--- src/rtl/uart_defs.sv ---
// Shared UART definitions: parity encodings and FSM state encodings.
// Reused by the transmitter and the future receiver.
package uart_defs;

    localparam logic [1:0] PAR_NONE = 2'b00;
    localparam logic [1:0] PAR_EVEN = 2'b01;
    localparam logic [1:0] PAR_ODD  = 2'b10;

    typedef enum logic [2:0] {
        ST_IDLE   = 3'd0,
        ST_START  = 3'd1,
        ST_DATA   = 3'd2,
        ST_PARITY = 3'd3,
        ST_STOP   = 3'd4
    } uart_state_e;

endpackage

--- src/rtl/uart_fifo.sv ---
// Synchronous single-clock FIFO with full/empty/level outputs.
// Push is ignored when full; pop is ignored when empty.
module uart_fifo #(
    parameter int WIDTH = 8,
    parameter int DEPTH = 16,
    parameter int LVL_W = $clog2(DEPTH + 1)
) (
    input  logic             clk,
    input  logic             reset,
    input  logic             push,
    input  logic [WIDTH-1:0] push_data,
    input  logic             pop,
    output logic [WIDTH-1:0] pop_data,
    output logic             full,
    output logic             empty,
    output logic [LVL_W-1:0] level
);

    localparam int PTR_W = (DEPTH > 1) ? $clog2(DEPTH) : 1;
    localparam logic [LVL_W-1:0] FULL_LVL = LVL_W'(DEPTH);

    logic [WIDTH-1:0] mem_q [DEPTH];
    logic [PTR_W-1:0] wr_ptr_q, wr_ptr_d;
    logic [PTR_W-1:0] rd_ptr_q, rd_ptr_d;
    logic [LVL_W-1:0] level_q, level_d;
    logic             do_push;
    logic             do_pop;

    assign full     = (level_q == FULL_LVL);
    assign empty    = (level_q == '0);
    assign level    = level_q;
    assign do_push  = push && !full;
    assign do_pop   = pop && !empty;
    assign pop_data = mem_q[rd_ptr_q];

    // Pointer advance and occupancy update
    always_comb begin
        wr_ptr_d = wr_ptr_q;
        rd_ptr_d = rd_ptr_q;
        level_d  = level_q;
        if (do_push) begin
            wr_ptr_d = wr_ptr_q + 1'b1;
        end
        if (do_pop) begin
            rd_ptr_d = rd_ptr_q + 1'b1;
        end
        unique case ({do_push, do_pop})
            2'b10:   level_d = level_q + 1'b1;
            2'b01:   level_d = level_q - 1'b1;
            default: level_d = level_q;
        endcase
    end

    // Pointer and level registers
    always_ff @(posedge clk) begin
        if (reset) begin
            wr_ptr_q <= '0;
            rd_ptr_q <= '0;
            level_q  <= '0;
        end else begin
            wr_ptr_q <= wr_ptr_d;
            rd_ptr_q <= rd_ptr_d;
            level_q  <= level_d;
        end
    end

    // Storage array, contents need no reset
    always_ff @(posedge clk) begin
        if (do_push) begin
            mem_q[wr_ptr_q] <= push_data;
        end
    end

endmodule

--- src/rtl/uart_tx_gen.sv ---
// Buffered UART transmitter with runtime baud divisor, parity and stop bits.
// Each frame latches its configuration when its character is popped.
module uart_tx_gen
    import uart_defs::*;
#(
    parameter int DATA_BITS  = 8,
    parameter int FIFO_DEPTH = 16,
    parameter int DIV_W      = 16,
    parameter int LVL_W      = $clog2(FIFO_DEPTH + 1)
) (
    input  logic                 clk,
    input  logic                 reset,
    input  logic                 in_valid,
    output logic                 in_ready,
    input  logic [DATA_BITS-1:0] in_data,
    input  logic [DIV_W-1:0]     baud_div,
    input  logic [1:0]           parity_mode,
    input  logic                 two_stop,
    output logic                 uart_tx,
    output logic                 busy,
    output logic [LVL_W-1:0]     fifo_level
);

    localparam int CNT_W = $clog2(DATA_BITS);
    localparam logic [CNT_W-1:0] LAST_BIT = CNT_W'(DATA_BITS - 1);
    localparam logic [DIV_W-1:0] MIN_DIV  = DIV_W'(2);

    uart_state_e          state_q, state_d;
    logic [DATA_BITS-1:0] shift_q, shift_d;
    logic [DIV_W-1:0]     div_q, div_d;
    logic [DIV_W-1:0]     bit_cnt_q, bit_cnt_d;
    logic [CNT_W-1:0]     data_cnt_q, data_cnt_d;
    logic                 par_bit_q, par_bit_d;
    logic                 par_en_q, par_en_d;
    logic                 two_stop_q, two_stop_d;
    logic                 stop2_q, stop2_d;
    logic                 tx_q, tx_d;

    logic                 fifo_full;
    logic                 fifo_empty;
    logic [DATA_BITS-1:0] head;
    logic                 bit_done;
    logic                 frame_end;
    logic                 load;
    logic [DIV_W-1:0]     div_clamped;
    logic                 cfg_par_en;
    logic                 cfg_par_odd;

    uart_fifo #(
        .WIDTH (DATA_BITS),
        .DEPTH (FIFO_DEPTH),
        .LVL_W (LVL_W)
    ) u_fifo (
        .clk       (clk),
        .reset     (reset),
        .push      (in_valid),
        .push_data (in_data),
        .pop       (load),
        .pop_data  (head),
        .full      (fifo_full),
        .empty     (fifo_empty),
        .level     (fifo_level)
    );

    assign in_ready    = !fifo_full;
    assign uart_tx     = tx_q;
    assign busy        = (state_q != ST_IDLE) || (fifo_level != '0);
    assign bit_done    = (bit_cnt_q == '0);
    assign frame_end   = (state_q == ST_STOP) && bit_done
                         && (stop2_q || !two_stop_q);
    assign load        = ((state_q == ST_IDLE) || frame_end) && !fifo_empty;
    assign div_clamped = (baud_div < MIN_DIV) ? MIN_DIV : baud_div;

    // Decode the parity selection; the reserved code behaves as none
    always_comb begin
        cfg_par_en  = 1'b0;
        cfg_par_odd = 1'b0;
        case (parity_mode)
            PAR_NONE: cfg_par_en = 1'b0;
            PAR_EVEN: cfg_par_en = 1'b1;
            PAR_ODD: begin
                cfg_par_en  = 1'b1;
                cfg_par_odd = 1'b1;
            end
            default:  cfg_par_en = 1'b0;
        endcase
    end

    // FSM state register
    always_ff @(posedge clk) begin
        if (reset) begin
            state_q <= ST_IDLE;
        end else begin
            state_q <= state_d;
        end
    end

    // FSM next-state logic
    always_comb begin
        state_d = state_q;
        unique case (state_q)
            ST_IDLE: begin
                if (!fifo_empty) state_d = ST_START;
            end
            ST_START: begin
                if (bit_done) state_d = ST_DATA;
            end
            ST_DATA: begin
                if (bit_done && (data_cnt_q == LAST_BIT)) begin
                    state_d = par_en_q ? ST_PARITY : ST_STOP;
                end
            end
            ST_PARITY: begin
                if (bit_done) state_d = ST_STOP;
            end
            ST_STOP: begin
                if (frame_end) begin
                    state_d = fifo_empty ? ST_IDLE : ST_START;
                end
            end
            default: state_d = ST_IDLE;
        endcase
    end

    // FSM outputs: baud counter, shifter, line level and frame config
    always_comb begin
        shift_d    = shift_q;
        div_d      = div_q;
        bit_cnt_d  = bit_cnt_q;
        data_cnt_d = data_cnt_q;
        par_bit_d  = par_bit_q;
        par_en_d   = par_en_q;
        two_stop_d = two_stop_q;
        stop2_d    = stop2_q;
        tx_d       = tx_q;
        if (state_q != ST_IDLE) begin
            bit_cnt_d = bit_done ? (div_q - 1'b1) : (bit_cnt_q - 1'b1);
        end
        if (load) begin
            shift_d    = head;
            div_d      = div_clamped;
            bit_cnt_d  = div_clamped - 1'b1;
            par_en_d   = cfg_par_en;
            par_bit_d  = (^head) ^ cfg_par_odd;
            two_stop_d = two_stop;
            tx_d       = 1'b0;
        end else if (bit_done) begin
            unique case (state_q)
                ST_START: begin
                    tx_d       = shift_q[0];
                    shift_d    = shift_q >> 1;
                    data_cnt_d = '0;
                end
                ST_DATA: begin
                    if (data_cnt_q == LAST_BIT) begin
                        tx_d    = par_en_q ? par_bit_q : 1'b1;
                        stop2_d = 1'b0;
                    end else begin
                        tx_d       = shift_q[0];
                        shift_d    = shift_q >> 1;
                        data_cnt_d = data_cnt_q + 1'b1;
                    end
                end
                ST_PARITY: begin
                    tx_d    = 1'b1;
                    stop2_d = 1'b0;
                end
                ST_STOP: begin
                    tx_d    = 1'b1;
                    stop2_d = 1'b1;
                end
                default: tx_d = 1'b1;
            endcase
        end
    end

    // Datapath registers; line idles high
    always_ff @(posedge clk) begin
        if (reset) begin
            shift_q    <= '0;
            div_q      <= MIN_DIV;
            bit_cnt_q  <= '0;
            data_cnt_q <= '0;
            par_bit_q  <= 1'b0;
            par_en_q   <= 1'b0;
            two_stop_q <= 1'b0;
            stop2_q    <= 1'b0;
            tx_q       <= 1'b1;
        end else begin
            shift_q    <= shift_d;
            div_q      <= div_d;
            bit_cnt_q  <= bit_cnt_d;
            data_cnt_q <= data_cnt_d;
            par_bit_q  <= par_bit_d;
            par_en_q   <= par_en_d;
            two_stop_q <= two_stop_d;
            stop2_q    <= stop2_d;
            tx_q       <= tx_d;
        end
    end

endmodule

--- config.mk ---
export PLATFORM = sky130hd
export DESIGN_NAME = uart_tx_gen
export DESIGN_NICKNAME = d
export VERILOG_FILES = /design/src/rtl/uart_defs.sv /design/src/rtl/uart_fifo.sv /design/src/rtl/uart_tx_gen.sv
export SDC_FILE = /design/constraint.sdc
export NUM_CORES = 1
export LEC_CHECK = 0
export ABC_AREA = 1
export ABC_CLOCK_PERIOD_IN_PS = 8440
export CORE_MARGIN = 5
export CORE_UTILIZATION = 45
export DETAILED_ROUTE_END_ITERATION = 6
export DONT_BUFFER_PORTS = 1
export HOLD_SLACK_MARGIN = 0.12
export PLACE_DENSITY_LB_ADDON = 0.08
export SYNTH_ARGS = -nofsm -noshare
export SYNTH_HDL_FRONTEND = slang
export SYNTH_HIERARCHICAL = 1
export SYNTH_SLANG_ARGS = --single-unit
--- constraint.sdc ---
create_clock -name clk -period 8.44 [get_ports clk]
set_input_delay 1.688 -clock clk [delete_from_list [all_inputs] [get_ports clk]]
set_output_delay 1.688 -clock clk [all_outputs]
set_load 0.01 [all_outputs]
==> results of run 1 <==
power by group:
part	internal (uW)	total, uW	switching, uW
sequential	1140	1240	98.9
clock	394	784	390
combinational	423	1250	830
kinds of logic after synthesis:
| logic type | count (synthesis) |
|---|---|
| flip-flops | 196 |
| adder cells (fa/ha/maj) | 12 |
| AO/OA/AOI/OAI | 191 |
| buffers and inverters | 180 |
| XOR/XNOR | 17 |
| AND/OR/NAND/NOR | 334 |
| multiplexers | 32 |
sequential cells by signal (all words and copies together), names as in the netlist, 3 cells and up, named ones only:
signal           count
bit_cnt_q           16
data_cnt_q           3
div_q               16
shift_q              8
state_q              3
u_fifo/level         5
u_fifo/mem_q       128
u_fifo/rd_ptr_q      4
u_fifo/wr_ptr_q      4
cell usage in the layout (no fill, tap or decap), types with 3 or more instances in the layout:
master	instances
inv_1	134
nor2_4	5
xor2_1	7
nor4_1	3
nand4_1	5
inv_2	5
buf_4	5
o21ai_1	3
nor2_2	16
edfxtp_1	128
a21oi_1	64
nor3b_1	8
o221ai_1	5
nand3_1	46
clkbuf_16	17
nand2_4	5
xnor2_1	9
nor3_1	6
nand3_2	5
dfxtp_1	67
nand2_1	145
o21ai_0	67
o211ai_1	35
a211oi_1	9
mux2i_1	32
inv_8	5
inv_6	3
nor2_1	73
ha_1	12
nand2_2	16
cell usage after synthesis (6+ instances only):
master	instances
a211oi_1	9
a21oi_1	64
buf_2	7
clkbuf_1	22
dfxtp_1	68
edfxtp_1	128
ha_1	12
inv_1	134
mux2i_1	32
nand2_1	145
nand2_2	16
nand3_1	46
nor2_1	73
nor2_2	16
nor3_1	6
nor3b_1	8
o211ai_1	35
o21ai_0	67
xnor2_1	9
xor2_1	7
worst reg2reg max path, cell delays in order (launching register included):
cell,delay (ns)
dfxtp_1,0.54
nor2_2,0.10
nand3_2,0.11
inv_1,0.08
clkinv_1,0.04
buf_4,0.23
nand2_4,0.30
inv_2,0.43
nand2_4,0.15
inv_6,0.11
ha_1,0.29
xor2_1,0.22
ha_1,0.17
inv_1,0.04
nand2_2,0.08
nand2_2,0.05
nand3_1,0.07
nand3_1,0.07
nand2_1,0.06
inv_1,0.03
final timing paths:
kind              cells past startpoint         endpoint             from
setup / recovery                     19  u_fifo/level[4]  u_fifo/level[1]
hold / removal                        2        div_q[13]        div_q[13]
setup reg to reg                     19  u_fifo/level[4]  u_fifo/level[1]
hold reg to reg                       2        div_q[13]        div_q[13]
metrics by stage:
stage | instances | total power [uW]
detailed placement | 1198 | 2520
CTS | 1230 | 3310
floorplan | 962 | 2270
global route | 1230 | 3540
global placement | 1198 | 2520
finish | 1230 | 3280
layout make-up:
cell class | instances | share of cell area [%]
multi-input combinational | 586 | 33.1
clock inverter | 14 | 1.41
tap | 270 | 3.38
sequential | 196 | 52.1
clock buffer | 18 | 4.29
inverter | 141 | 5.34
timing repair buffer | 5 | 0.375
layer usage:
metal	GRT usage (%)	share of wire (%)	vias to the layer above	wire length, um
li1	-	-	3210	-
met1	26.6	51	2932	10500
met2	27.3	45	81	9320
met3	3.14	2.9	17	590
met4	4.88	1.1	0	236
met5	0	0	-	0
==> summary.txt, run 1 <==
Run status
  • Status: finished clean

Placed design
  • Port Buf Inserts: 0
  • GPL Wtd Cong: between 0.7 and 0.8
  • DPL Wire Length: 13400 um
  • Pre-CTS WS: 4.99 ns
  • Area after DPL: 0.00943 mm2

Final layout
  • Seq. cell area: approximately 0.0052 mm2
  • Post-route core utilization: 49.4%
  • Fillers: 1910
  • Layout cells sized above 1: 9.69%
  • Nets: about 990
  • Finished Cell Area: around 0.01 mm2
  • Multi-input logic area: 0.00331 mm2
  • Diode count: 0
  • Layout area overhead: 8.15%

Synthesis
  • Post-Synth Simple-Gate Area: 16.9%
  • Area contributors post-synth: edfxtp_1 42%, dfxtp_1 15%, nand2_1 5.9%
  • Sequential area share after synthesis: a little under three fifths
  • Post-synthesis mux area share: 3.47%
  • Synth Area in XOR/XNOR: 1.69%
  • Adder-cell share of the synthesized area: 1.62%
  • Net Count, Synth: around 1000
  • Yosys warnings: 6
  • Distinct cell type count of the synthesized netlist: 41
  • Ys flop type: edfxtp_1
  • Synth Cell Area: 0.00924 mm2
  • Post-synth EDFFs: 128
  • Largest family of logic cells by synthesized area: simple AND/OR/NAND/NOR gates
  • Async S/R FF share, synth: 0%
  • Cell taking the most area after synthesis: edfxtp_1
  • #FFs+latches synth: 196
  • Post-synthesis compound-gate area fraction: about 12%
  • Syn Inst Count: 962
  • Synthesized area per cell: around 9.6 um2
  • Post-synth top area share: 41.6%

Detailed routing
  • Total wire length: between 20000 and 25000 um
  • Routed vias/inst: slightly above 5
  • Drc violations: 0
  • Drt first-iter violations: 442
  • Routed len/inst: ~17 um
  • First drt pass iteration count: 4
  • Via Count: roughly 6200
  • Antenna viol nets, final: 0

Timing
  • Final setup fails: 0
  • Final worst slack: 5.14 ns
  • FMAX: 303 MHz
  • Worst Max-Slew Pin Slew: around 0.87 ns
  • Final Hold Violating Endpoints: 0
  • Period utilization: 39.1%
  • Slew headroom: 41.9%
  • Min Tclk post-route: 3.30 ns
  • RSZ-0062 raised after global routing: false
  • Hold_ws: 0.458 ns
  • Final Max Slew Viols: 0
  • Worst Skew: between 0.01 and 0.015 ns
  • Setup TNS: 0 ns

Global routing
  • Congestion Overflow GR: 0
  • Largest net degree at the start of global routing: 53
  • First-pass GRT wire length: 33400 um
  • Initial antenna violation count: 0
  • Overall routing resource usage: 18.0%
  • Vias in the first global route: just under 6000

Clock network
  • Worst-Skew Late Latency: 0.43 ns
  • TritonCTS clock tree: yes
  • Cts hold-fix bufs: 0
  • Clock root cell: clkbuf_16
  • Post_cts resized: 0
  • CTS Buffer Depth: 2
  • Clock Sink Count: 196
  • Setup Fix Bufs, Post-CTS: 0
  • Worst-path clk slew: 0.07 ns
  • H-tree Lvls: 4
  • CTS buffer count: 17

Critical path
  • Reg-to-reg slack, setup: about 5.1 ns
  • Critical path, cell by cell: nor2_2 -> nand3_2 -> inv_1 -> clkinv_1 -> buf_4 -> nand2_4 -> inv_2 -> nand2_4 -> inv_6 -> ha_1 -> xor2_1 -> ha_1 -> inv_1 -> nand2_2 -> nand2_2 -> nand3_1 -> nand3_1 -> nand2_1 -> inv_1
  • CP Capture Type: flop
  • Crit-path slowest cell: dfxtp_1
  • CP top delay family: simple AND/OR/NAND/NOR gates
  • Max FO, Critical Path: 37
  • CP required: 8.77 ns
  • Setup Crit Path Kind: flop to flop
  • Worst path max stage delay: 0.54 ns
  • Critical Path Most Common Cell: inv_1
  • Startpoint Class: flop
  • Arr. time, crit path: 3.63 ns
  • CP bufs+invs: 7

Worst hold path
  • HP Class: flop to flop

Floorplanning
  • Die Y: 153 um
  • Rows: 52
  • Core footprint: 0.0202 mm2
  • Die width: 153 um
  • Starting Density: 45.7%
  • I/O pins: 38
  • Die area: 0.0235 mm2

Run
  • Reported max-cap violation count: 0

Power
  • Pleak: 0.00386 uW
  • Pwr Density: 328 mW/mm2
  • Max VDD drop: 0.000160 V
No activity file was read; power rests on OpenSTA's default activity.
==> run 2, diff against run 1 <==
--- a/config.mk
+++ b/config.mk
@@ -6,7 +6,7 @@
 export NUM_CORES = 1
 export LEC_CHECK = 0
 export ABC_AREA = 1
-export ABC_CLOCK_PERIOD_IN_PS = 8440
+export ABC_CLOCK_PERIOD_IN_PS = 3200
 export CORE_MARGIN = 5
 export CORE_UTILIZATION = 45
 export DETAILED_ROUTE_END_ITERATION = 6
==> constraint.sdc (replaced) <==
create_clock -name clk -period 3.2 [get_ports clk]
set_input_delay 0.64 -clock clk [delete_from_list [all_inputs] [get_ports clk]]
set_output_delay 0.64 -clock clk [all_outputs]
set_load 0.01 [all_outputs]
==> run 2 against run 1 <==
  * Non-clock buffer count up 11
  * Critical path depth unchanged
  * Die area unchanged
  * Global-route usage up 0.39 points
  * Combinational power rose to 2.7 times the previous value
  * Wire length up 3.5%
  * Fmax up 19%
  * Sequential power rose to 2.6 times the previous value
  * Critical path type unchanged
  * Largest power group unchanged
==> summary.txt, run 2 (same netlist as run 1, synthesis figures left out) <==
Run status
  • Status: finished clean

Final layout
  • Seq. cell area: 0.00521 mm2
  • Finished Cell Area: 0.0101 mm2
  • Layout cells sized above 1: a little over a tenth
  • Multi-input logic area: 0.00331 mm2
  • Nets: 1000
  • Max reg flops: 128
  • Biggest registers after layout: u_fifo/mem_q (128), bit_cnt_q (16), div_q (16)
  • Layout area overhead: 9.54%
  • Reg with most FFs: u_fifo/mem_q
  • Commonest non-fill, non-tap cell in the layout: nand2_1
  • Fillers: roughly 1900
  • Most frequent cells in the layout: 145 x nand2_1, 134 x inv_1, 128 x edfxtp_1

Clock network
  • Clock Sink Count: slightly below 200
  • H-tree Lvls: 4
  • Worst-Skew Late Latency: 0.44 ns
  • Clock root cell: clkbuf_16
  • Post_cts resized: 0
  • CTS buffer count: 17
  • CTS Buffer Depth: 2
  • Worst-path clk slew: 0.08 ns
  • Cts hold-fix bufs: 0
  • TritonCTS clock tree: yes
  • Setup Fix Bufs, Post-CTS: 0

Critical path
  • CP Launch Point: bit_cnt_q[4]
  • Startpoint Class: flop
  • CP Capture Type: flop
  • Reg2reg path depth: 19
  • Reg2reg end: u_fifo/level[4]
  • Reg-to-reg slack, setup: 0.44 ns
  • Setup crit end: u_fifo/level[4]
  • CP required: 3.54 ns
  • Setup Crit Path Kind: flop to flop
  • RR Startpoint: bit_cnt_q[4]
  • Max FO, Critical Path: 21
  • Arr. time, crit path: about 3.1 ns

Timing
  • Min Tclk post-route: 2.76 ns
  • Final setup fails: 0
  • FMAX: 362 MHz
  • Final Max Slew Viols: 0
  • Final Hold Violating Endpoints: 0
  • Worst Skew: 0.0187 ns
  • Final worst slack: between 0.4 and 0.5 ns
  • Hold_ws: 0.273 ns
  • Slew headroom: approximately two fifths
  • Setup TNS: 0 ns
  • RSZ-0062 raised after global routing: false
  • Worst Max-Slew Pin Slew: 0.906 ns
  • Period utilization: 86.3%

Placed design
  • Area after DPL: around 0.0095 mm2
  • DPL Wire Length: 14300 um
  • Port Buf Inserts: 0
  • Pre-CTS WS: 0.461 ns
  • GPL Wtd Cong: 0.852

Floorplanning
  • Die width: between 150 and 200 um
  • I/O pins: 38
  • Starting Density: 45.7%
  • Die Y: 153 um
  • Die area: 0.0235 mm2
  • Core footprint: approximately 0.02 mm2
  • Rows: 52

Global routing
  • Largest net degree at the start of global routing: 43
  • Vias in the first global route: 6222
  • Overall routing resource usage: 18.4%
  • Congestion Overflow GR: 0
  • Initial antenna violation count: 0
  • First-pass GRT wire length: approximately 34000 um

Detailed routing
  • Via Count: 6475
  • Routed vias/inst: 5.21
  • Routed len/inst: 17.2 um
  • Antenna viol nets, final: 0
  • First drt pass iteration count: 5
  • Total wire length: 21400 um
  • Drc violations: 0
  • Drt first-iter violations: about 450

Power
  • Pwr Density: 873 mW/mm2
  • Max VDD drop: between 0.0004 and 0.0005 V
  • Pleak: between 0.003 and 0.004 uW

Run
  • Reported max-cap violation count: 0

Worst hold path
  • HP Class: input port to flop
## run 2: final cells by class
cell class | count | area share [%]
clock buffers | 17 | 4.20
well taps | 270 | 3.34
flip-flops and latches | 196 | 51.4
clock inverters | 15 | 1.62
repair buffers | 16 | 1.43
diodes | 1 | 0.0247
multi-input cells | 586 | 32.7
inverters | 141 | 5.28
## run 2: where the power goes
part	internal (uW)	switching (uW)	total, uW
combinational	1170	2260	3430
sequential	3010	244	3260
clock	1120	1030	2150
## run 2: how the worst min path moves through the flow
stage | startpoint | end | slack (ns) | depth (start not counted)
after global routing | reset | div_q[5] | 0.25 | 1
final | reset | u_fifo/level[1] | 0.27 | 1
after detailed placement | data_cnt_q[1] | data_cnt_q[1] | 0.44 | 2
after CTS | reset | flop | 0.25 | 1
after floorplan | two_stop_q | two_stop_q | 0.43 | 2
after global placement | div_q[13] | div_q[13] | 0.44 | 2
## run 2: stage by stage
stage	power (uW)	util [%]	cells
floorplan	5990	-	962
finish	8840	50.0	1242
detailed placement	6740	47.1	1209
CTS	8900	50.0	1241
global placement	6730	47.1	1209
global route	9510	50.0	1241
## run 2: critical path, cell delays in order, from the launching register on
cell	delay (ns)
dfxtp_1	0.33
nor2_1	0.15
nand2_1	0.11
nor2_4	0.16
nand3_2	0.11
nand2_4	0.20
nand2_4	0.20
inv_2	0.14
nand2_4	0.09
inv_6	0.09
ha_1	0.28
xor2_1	0.22
ha_1	0.17
inv_1	0.04
nand2_2	0.08
nand2_2	0.06
nand3_1	0.07
nand3_1	0.07
nand2_1	0.06
inv_1	0.03
## run 2: metal layers
metal  vias to the layer above  global-route usage (%)  share of wire (%)
li1                       3241                       -                  -
met1                      3086                    26.6                 49
met2                       131                    28.4                 46
met3                        17                    3.28                4.2
met4                         0                    5.18                1.1
met5                         -                       0                  0
